[config.mk]
export PLATFORM = sky130hd
export DESIGN_NAME = pipelined_array_mul
export DESIGN_NICKNAME = d
export VERILOG_FILES = /design/src/rtl/pipelined_array_mul.sv
export SDC_FILE = /design/constraint.sdc
export NUM_CORES = 1
export LEC_CHECK = 0
export ABC_AREA = 0
export CORE_MARGIN = 5
export CORE_UTILIZATION = 43
export DETAILED_ROUTE_END_ITERATION = 10
export GPL_ROUTABILITY_DRIVEN = 0
export SLEW_MARGIN = 30
export SYNTH_ARGS = -nofsm -noshare
export SYNTH_HDL_FRONTEND = slang
export SYNTH_SLANG_ARGS = --single-unit
[constraint.sdc]
create_clock -name clk -period 4.6 [get_ports clk]
set_clock_uncertainty 0.05 [all_clocks]
set_input_delay 0.46 -clock clk [delete_from_list [all_inputs] [get_ports clk]]
set_output_delay 0.46 -clock clk [all_outputs]
set_load 0.005 [all_outputs]
[src/rtl/pipelined_array_mul.sv]
// pipelined_array_mul: N x N multiplier with valid/ready on both sides.
// STAGES register stages each fold N/STAGES partial-product rows into a
// running 2N-bit sum. Any stall freezes the whole pipe, so bubbles are not
// removed. The last stage register drives the output directly.
// Optional feature: ARRAY_MUL_ACC_EN adds an acc_clr input and a running
// accumulator that is folded into each result as it enters the last stage.
module pipelined_array_mul #(
  parameter int N      = 8,
  parameter int STAGES = 4
) (
  input  logic             clk,
  input  logic             clr_n,
  input  logic             in_valid,
  output logic             in_ready,
  input  logic [N-1:0]     in_a,
  input  logic [N-1:0]     in_b,
  input  logic             in_signed,
`ifdef ARRAY_MUL_ACC_EN
  input  logic             acc_clr,
`endif
  output logic             out_valid,
  input  logic             out_ready,
  output logic [2*N-1:0]   out_product,
  output logic             busy
);

  localparam int R = N / STAGES;
  localparam int W = 2 * N;

  // Sum of rows first..first+R-1. In signed mode row N-1 has negative
  // weight, so it is subtracted instead of added.
  function automatic logic [W-1:0] rows_sum(input logic [N-1:0] a,
                                            input logic [N-1:0] b,
                                            input logic         sgn,
                                            input int           first);
    logic [W-1:0] a_ext;
    logic [W-1:0] acc;
    int           row;
    acc   = '0;
    a_ext = sgn ? {{N{a[N-1]}}, a} : {{N{1'b0}}, a};
    for (int j = 0; j < R; j++) begin
      row = first + j;
      if (b[row]) begin
        if (sgn && (row == N - 1)) acc = acc - (a_ext << row);
        else                       acc = acc + (a_ext << row);
      end
    end
    return acc;
  endfunction

  logic [N-1:0]      a_q     [STAGES];
  logic [N-1:0]      b_q     [STAGES];
  logic [W-1:0]      sum_q   [STAGES];
  logic [STAGES-1:0] s_q;
  logic [STAGES-1:0] v_q;

  logic [N-1:0]      src_a   [STAGES];
  logic [N-1:0]      src_b   [STAGES];
  logic [W-1:0]      src_sum [STAGES];
  logic [STAGES-1:0] src_s;
  logic [STAGES-1:0] src_v;
  logic [W-1:0]      nxt_sum [STAGES];
  logic [W-1:0]      d_sum   [STAGES];

  logic              stall;
  logic [W-1:0]      last_val;

`ifdef ARRAY_MUL_ACC_EN
  logic [STAGES-1:0] c_q;
  logic [STAGES-1:0] src_c;
  logic [W-1:0]      acc_q;
`endif

  assign stall       = v_q[STAGES-1] & ~out_ready;
  assign in_ready    = ~stall;
  assign out_valid   = v_q[STAGES-1];
  assign out_product = sum_q[STAGES-1];
  assign busy        = |v_q;

  for (genvar k = 0; k < STAGES; k++) begin : g_stage
    if (k == 0) begin : g_src
      assign src_a[k]   = in_a;
      assign src_b[k]   = in_b;
      assign src_s[k]   = in_signed;
      assign src_v[k]   = in_valid;
      assign src_sum[k] = '0;
`ifdef ARRAY_MUL_ACC_EN
      assign src_c[k]   = acc_clr;
`endif
    end else begin : g_src
      assign src_a[k]   = a_q[k-1];
      assign src_b[k]   = b_q[k-1];
      assign src_s[k]   = s_q[k-1];
      assign src_v[k]   = v_q[k-1];
      assign src_sum[k] = sum_q[k-1];
`ifdef ARRAY_MUL_ACC_EN
      assign src_c[k]   = c_q[k-1];
`endif
    end

    assign nxt_sum[k] = src_sum[k] + rows_sum(src_a[k], src_b[k], src_s[k], k * R);

    if (k == STAGES - 1) begin : g_last
      assign d_sum[k] = last_val;
    end else begin : g_mid
      assign d_sum[k] = nxt_sum[k];
    end
  end

`ifdef ARRAY_MUL_ACC_EN
  assign last_val = (src_c[STAGES-1] ? '0 : acc_q) + nxt_sum[STAGES-1];

  // Accumulator follows each valid result entering the last stage.
  always_ff @(posedge clk or negedge clr_n) begin
    if (!clr_n)                           acc_q <= '0;
    else if (!stall && src_v[STAGES-1])   acc_q <= last_val;
  end
`else
  assign last_val = nxt_sum[STAGES-1];
`endif

  // Pipeline registers: clear on reset, hold on stall, otherwise shift.
  always_ff @(posedge clk or negedge clr_n) begin
    if (!clr_n) begin
      for (int k = 0; k < STAGES; k++) begin
        a_q[k]   <= '0;
        b_q[k]   <= '0;
        sum_q[k] <= '0;
      end
      s_q <= '0;
      v_q <= '0;
`ifdef ARRAY_MUL_ACC_EN
      c_q <= '0;
`endif
    end else if (!stall) begin
      for (int k = 0; k < STAGES; k++) begin
        a_q[k]   <= src_a[k];
        b_q[k]   <= src_b[k];
        sum_q[k] <= d_sum[k];
      end
      s_q <= src_s;
      v_q <= src_v;
`ifdef ARRAY_MUL_ACC_EN
      c_q <= src_c;
`endif
    end
  end

endmodule

* Word level (Yosys, flattened, before mapping)
Index checks and enable logic that the tools add are counted.
Word-level totals: bits in registers 119, bits in latches 0, RAM bits 0, memory bits (read-only) 0, output and inout bits 19, logic and storage cells 37, memories 0
Operators by class: add/sub/neg operators 8, $mul 0, div/mod/pow operators 0, $lt $le $gt $ge 0, equal/unequal tests 0, shift-type cells 0, mux-type cells 13, bitwise logic cells 3, reduce and logical (&&, ||, !) cells 1
Operators with widths (number):
- $mux W16 | 10
- $add A16 B16 Y16 | 7
- $sub A16 B16 Y16 | 1
- $mux W14 | 1
- $mux W12 | 1
- $mux W10 | 1
- $reduce_or A4 Y1 | 1
- $not A1 Y1 | 2
- $and A1 B1 Y1 | 1

* Longest topological paths before layout
Gate-level depths: netlist of run 1.
depth in word-level cells 6, depth in mapped cells 20, depth with buffers taken out 19

* Worst setup path after synthesis of run 1
No wires, ideal clock.
path type register -> register, start point register b_q[26] (netlist bit), end point register sum_q (netlist bit src_sum[31]), setup time 132 ps, arrival 3816 ps, data required time 4418 ps, setup slack 603 ps, stages on the path, launching flop included 21, path buffers 2, clock period less this slack 3997 ps, cell sequence dfrtp_1 > buf_6 > and2_2 > ha_1 > fa_1 > o211ai_1 > o211ai_2 > and4_4 > o31ai_4 > a31oi_1 > a31oi_1 > nand2_1 > ha_1 > buf_2 > a41oi_1 > o21a_1 > nand3b_1 > o221ai_1 > xor2_1 > xnor2_1 > o21ai_1
On the way: cells in the longest elaborated chain, start to end 4
Ends and longest elaborated chain:
- start, declared | line 52 | logic [N-1:0] b_q [STAGES];
- start signal, assigned by index | line 138 | b_q[k] <= src_b[k];
- $mux W16 (*) | line 43 | if (b[row]) begin
- $add A16 B16 Y16 | line 45 | else acc = acc + (a_ext << row);
- $mux W16 (*) | line 43
- $add A16 B16 Y16 (*) | line 101 | assign nxt_sum[k] = src_sum[k] + rows_sum(src_a[k], src_b[k], src_s[k], k * R);
- end signal, assigned by index | line 139 | sum_q[k] <= d_sum[k];
- end, declared | line 53 | logic [W-1:0] sum_q [STAGES];
Every way passes the cells marked *; elsewhere a longest branch is shown, timed or not. A chain may end at the register's enable or synchronous reset.

* Worst setup path after layout of run 1
start point register a_q[25] (netlist bit), end point register sum_q (netlist bit src_sum[31])
On the way: cells in the longest elaborated chain, start to end 5
Ends and longest elaborated chain:
- start, declared | line 51 | logic [N-1:0] a_q [STAGES];
- start signal, assigned by index | line 137 | a_q[k] <= src_a[k];
- $mux W14 (*) | line 40 | a_ext = sgn ? {{N{a[N-1]}}, a} : {{N{1'b0}}, a};
- $mux W16 | line 43
- $add A16 B16 Y16 | line 45
- $mux W16 (*) | line 43
- $add A16 B16 Y16 (*) | line 101
Marked as above.

==> summary.txt, run 1 <==
Outcome
  • Run status: finished clean

Routing
  • Routed Antenna Nets: 0
  • Total Wirelength: roughly 16 mm
  • Via density: between 5 and 6
  • Vias: just under 6000
  • WL/cell: 14.1 um
  • First DRT Iteration DRCs: 286
  • Residual DRC count: 0
  • Drt first pass iters: 5

Critical path
  • Crit Path Category: reg -> reg
  • Setup crit end kind: register
  • Crit Path Max Fanout: 8
  • Critical Path RT: roughly 4.8 ns
  • Critical path arrival: roughly 4.5 ns
  • Critical Path Start Type: register

Die
  • Rows: 48
  • Die height: 142 um
  • Die area: around 20000 sq um
  • Area of the core: roughly 17000 sq um
  • Initial Utilization: between 40% and 50%
  • IO Count: 40
  • Die Span X: 142 um

Power
  • Peak VDD IR: 0.000427 V
  • Clk network pwr share: about 11%
  • Leakage: about 0.0041 uW
  • P_sw: about 3000 uW
  • Total power: between 6000 and 7000 uW
  • Comb pwr share: 62.3%
  • Internal: ~3700 uW
  • Sw Share: around 45%
  • Flop pwr share: 26.6%
  • PD cells: between 700 and 800 nW/um^2

Cells and area
  • Final instance area: around 8400 sq um
  • Share of post-route cells with drive strength above 1: between 6 and 7%
  • Number of diodes: 0
  • Nets@finish: roughly 1000
  • P&R area growth vs syn: 11.4%

Logic synthesis
  • Post-synthesis sequential area ratio: a little over a third
  • Yosys top cell by area: dfrtp_1
  • Async SR Flop Fraction: 100%
  • #FFs+latches synth: about 110
  • Most instantiated library cell after synthesis: nand2_1
  • Synth Net Count: around 980
  • Synth cell types: between 60 and 70
  • Mapped Area: 7500 sq um
  • Syn Area/Cell: between 8 and 9 sq um
  • Post-synth top cells: 234 x nand2_1, 107 x dfrtp_1, 66 x ha_1
  • Ys Warns: 0
  • Synth top area cells: dfrtp_1 36%, nand2_1 12%, ha_1 11%
  • Post-synth EDFFs: 0
  • Cells after synthesis: between 800 and 900
  • Synth top area share: a little over a third
  • Post-synth top flop: dfrtp_1

Global route
  • First-pass GRT wire length: approximately 27 mm
  • Initial antenna violation count: 0
  • All-Layer GR Usage: approximately 17%
  • GR Overflow Total: 0
  • Vias in the first global route: between 5000 and 6000
  • Largest net degree at the start of global routing: between 90 and 100

Clock tree
  • Sink Count: 107
  • Root buf cell: clkbuf_16
  • CTS tree: done
  • Post_cts resized: 0
  • Skew-Pair Late Insertion Delay: around 0.36 ns
  • TritonCTS Buffers: 9
  • Post-CTS setup buffer count: 0
  • CTS H-tree lvls: 3
  • CTS clk-pin slew, worst paths: 0.07 ns
  • Longest Clk Path Bufs: 2
  • Post-CTS Hold Fix Bufs: 0

STA
  • RSZ-0062 raised after global routing: false
  • Period utilization: 93.2%
  • Worst Max-Slew Pin Slew: ~0.75 ns
  • Fmax: ~230 MHz
  • Clock period minus worst slack: 4.29 ns
  • Endpoints failing hold: 0
  • # setup viols final: 0
  • Setup TNS: 0 ns
  • Slew margin rel.: approximately half
  • Final Max Slew Viols: 0

Placement
  • DPL Wire Length: ~12 mm
  • Buffers on Ports: 39
  • Area post-placement: 8080 sq um

Flow run
  • Max cap viols: 0

Min path
  • Hold Path Class: in -> async
==> area by class of cell <==
class | count | area (sq um)
flip-flops and latches | 107 | 2680
well taps | 225 | 282
inverters | 34 | 128
multi-input cells | 707 | 4550
fillers | 1760 | 8820
clock inverters | 6 | 47.5
clock buffers | 10 | 229
repair buffers | 44 | 442
==> critical path, cell delays in order, from the launching register on <==
cell,delay [ns]
dfrtp_1,0.46
and2_2,0.23
ha_1,0.22
fa_1,0.44
o211ai_1,0.21
o211ai_2,0.15
and4_4,0.23
o31ai_4,0.28
a31oi_1,0.12
a31oi_1,0.16
nand2_1,0.07
ha_1,0.39
a41oi_1,0.26
o21a_1,0.17
nand3b_1,0.08
o221ai_1,0.21
xor2_1,0.20
xnor2_1,0.13
o21ai_1,0.06
==> cells by family (layout without fill, tap and decap cells) <==
| group | Yosys count | count (layout) | synth area share, % |
|---|---|---|---|
| xor gates and xnor gates | 56 | 56 | 6.54 |
| and+or+nand+nor | 356 | 356 | 20.6 |
| muxes | 26 | 26 | 3.77 |
| buffers and inverters | 69 | 94 | 3.77 |
| DFF | 107 | 107 | 35.7 |
| adders and majority gates | 74 | 74 | 13.0 |
| AOI/OAI and AO/OA | 195 | 195 | 16.6 |
==> worst paths after layout <==
path	slack (ns)	cells after the start	from	end
setup / recovery	0.31	18	a_q[25]	src_sum[31]
min in group clk	0.41	2	out_product[4]	out_product[4]
setup reg to reg	0.31	18	a_q[25]	src_sum[31]
hold / removal	0.1	1	clr_n	src_sum[32]
hold reg to reg	0.41	2	out_product[4]	out_product[4]
max in group asynchronous	3.52	2	clr_n	b_q[20]
==> stage by stage <==
step | worst slack [ns] | hold WS [ns] | util (%) | cells
after floorplan | 0.603 | 0.114 | - | 883
after global placement | 0.466 | 0.399 | 47.0 | 1117
after detailed placement | 0.342 | 0.406 | 47.0 | 1117
after CTS | 0.317 | 0.115 | 48.6 | 1133
after global routing | 0.0852 | 0.166 | 48.6 | 1133
final | 0.311 | 0.0965 | 48.6 | 1133
==> state kept, by name, indices dropped and copies added, names as in the netlist <==
name,flops
a_q,24
src_sum,48
s_q,3
v_q,4
out_product,16
b_q,12
==> power groups by stage <==
| stage | combinational [uW] | clock [uW] | sequential, uW |
|---|---|---|---|
| after global placement | 4090 | 0 | 1770 |
| after floorplan | 3310 | 0 | 1610 |
| after global routing | 4680 | 805 | 1830 |
| after detailed placement | 4140 | 0 | 1780 |
| after CTS | 4160 | 768 | 1760 |
| final | 4120 | 737 | 1760 |
==> cells in the final DEF, fill, tap and decap left out, types with 9 or more instances in the layout <==
cell	count
o21ai_0	40
and2_1	21
inv_1	32
a21o_1	20
nor2_1	40
clkbuf_16	9
a21oi_1	50
a211oi_1	11
nand2_1	234
nor3_1	15
xnor2_1	34
mux2i_1	11
a31oi_1	11
ha_1	66
mux2_2	14
clkdlybuf4s50_1	38
o21ai_1	18
o21bai_1	12
dfrtp_1	107
xor2_1	22
==> metal layers <==
metal | global-route usage [%] | routed length, um
met5 | 0 | 0
met4 | 5.86 | 250
met3 | 2.18 | 346
met2 | 28.4 | 7870
met1 | 21.5 | 7520
No activity file was read; power rests on OpenSTA's default activity.
==> run 2: changes to the inputs <==
- CTS_BUF_LIST: unset -> sky130_fd_sc_hd__clkbuf_16
==> summary.txt, run 2 (synthesis gave the netlist of run 1 again) <==
STA
  • Slew margin rel.: ~50%
  • Clock period minus worst slack: about 4.3 ns
  • Fmax: around 230 MHz
  • Final WS setup: a little over 0.3 ns
  • Worst Max-Slew Pin Slew: between 0.7 and 0.8 ns
  • # setup viols final: 0
  • Period utilization: 93.2%
  • Setup TNS: 0 ns
  • RSZ-0062 raised after global routing: false
  • Endpoints failing hold: 0
  • Final Max Slew Viols: 0

Critical path
  • Critical path buffers and inverters: 0
  • Largest stage delay on the critical path: around 0.46 ns
  • Crit Path Max Fanout: 8
  • Critical path arrival: 4.46 ns
  • Critical Path Start Type: register
  • Crit-path leading delay family: compound AO/OA/AOI/OAI gates
  • Critical Path RT: 4.77 ns
  • Crit Path Category: reg -> reg
  • Cells along the critical path: and2_2 -> ha_1 -> fa_1 -> o211ai_1 -> o211ai_2 -> and4_4 -> o31ai_4 -> a31oi_1 -> a31oi_1 -> nand2_1 -> ha_1 -> a41oi_1 -> o21a_1 -> nand3b_1 -> o221ai_1 -> xor2_1 -> xnor2_1 -> o21ai_1
  • Slowest cell on crit path: dfrtp_1
  • Setup crit end kind: register

Cells and area
  • Fillers: ~1800
  • P&R area growth vs syn: 11.4%
  • Nets@finish: roughly 1000
  • Max FFs per register: 48
  • Share of post-route cells with drive strength above 1: under 10%
  • Most frequent cells in the layout: 234 x nand2_1, 107 x dfrtp_1, 66 x ha_1
  • Post-route insts no fill: approximately 1100
  • Number of diodes: 0
  • Commonest non-fill, non-tap cell in the layout: nand2_1

Clock tree
  • TritonCTS Buffers: 9
  • Longest Clk Path Bufs: 2
  • CTS tree: done
  • Root buf cell: clkbuf_16
  • CTS H-tree lvls: 3
  • CTS clk-pin slew, worst paths: 0.07 ns
  • Skew-Pair Late Insertion Delay: 0.36 ns
  • Post-CTS Hold Fix Bufs: 0
  • Post-CTS setup buffer count: 0
  • Post_cts resized: 0
  • Sink Count: 107

Die
  • Initial Utilization: 43.7%
  • Area of the core: approximately 17000 sq um
  • Die Span X: around 140 um
  • Die area: approximately 20000 sq um
  • Rows: 48
  • IO Count: 40
  • Die height: 142 um

Global route
  • GR Overflow Total: 0
  • Largest net degree at the start of global routing: 96
  • Initial antenna violation count: 0
  • All-Layer GR Usage: about 17%
  • First-pass GRT wire length: 27.5 mm
  • Vias in the first global route: 5683

Power
  • PD cells: around 800 nW/um^2
  • Total power: 6610 uW
  • Leakage: approximately 0.0041 uW
  • Peak VDD IR: approximately 0.00043 V

Routing
  • Vias: 5917
  • DR WL met2: just under 8 mm
  • Total Wirelength: between 15 and 20 mm
  • First DRT Iteration DRCs: approximately 290
  • Met3 wire length: about 350 um
  • Residual DRC count: 0
  • WL/cell: between 10 and 15 um
  • Routed length on met1: approximately 7.5 mm
  • Drt first pass iters: 5
  • Via density: 5.22
  • Routed Antenna Nets: 0
  • Top sig layer: met4

Flow run
  • Max cap viols: 0

Placement
  • DPL Wire Length: between 10 and 15 mm
  • Dpl ws: between 0.3 and 0.4 ns
  • Post-Place Cells: between 1000 and 1500
  • Buffers on Ports: 39

Min path
  • Hold Path Class: in -> async

Outcome
  • Run status: finished clean
-- run 2: worst paths after layout --
path	start	endpoint	slack [ns]	depth (start not counted)
max	a_q[25]	src_sum[31]	0.31	18
min	clr_n	src_sum[32]	0.1	1
max reg2reg	a_q[25]	src_sum[31]	0.31	18
min reg2reg	out_product[4]	out_product[4]	0.41	2
max in group asynchronous	clr_n	b_q[20]	3.52	2
min in group clk	out_product[4]	out_product[4]	0.41	2
-- run 2: through the flow --
stage | hold WS, ns | instance area, sq um | utilization, %
2_1_floorplan | 0.114 | 7500 | -
3_3_place_gp | 0.399 | 8070 | 47.0
3_5_place_dp | 0.406 | 8080 | 47.0
4_1_cts | 0.116 | 8350 | 48.6
5_1_grt | 0.165 | 8350 | 48.6
6_report | 0.0964 | 8350 | 48.6
-- run 2: layer usage --
| metal | vias up | global-route usage, % |
|---|---|---|
| li1 | 3064 | - |
| met2 | 69 | 28.4 |
| met5 | - | 0 |
| met1 | 2767 | 21.5 |
| met4 | 0 | 5.86 |
| met3 | 17 | 2.18 |
-- run 2: power by group --
| part | internal, uW | switching, uW | total (uW) |
|---|---|---|---|
| combinational | 1920 | 2200 | 4120 |
| clock | 372 | 362 | 734 |
| sequential | 1360 | 391 | 1760 |
| total | 3660 | 2950 | 6610 |
-- run 2: cell type report --
cell class                 instances  area [sq um]  share of cell area (%)
multi-input combinational        707          4550                    54.4
sequential                       107          2680                    32.1
timing repair buffer              44           442                    5.29
tap                              225           282                    3.37
clock buffer                       9           225                    2.70
inverter                          34           128                    1.53
clock inverter                     7          51.3                   0.614
-- run 2: worst register-to-register path, cell delays in order, from the launching register on --
cell	delay [ns]
dfrtp_1	0.46
and2_2	0.23
ha_1	0.22
fa_1	0.45
o211ai_1	0.21
o211ai_2	0.15
and4_4	0.23
o31ai_4	0.28
a31oi_1	0.13
a31oi_1	0.16
nand2_1	0.07
ha_1	0.39
a41oi_1	0.26
o21a_1	0.17
nand3b_1	0.08
o221ai_1	0.21
xor2_1	0.20
xnor2_1	0.13
o21ai_1	0.06
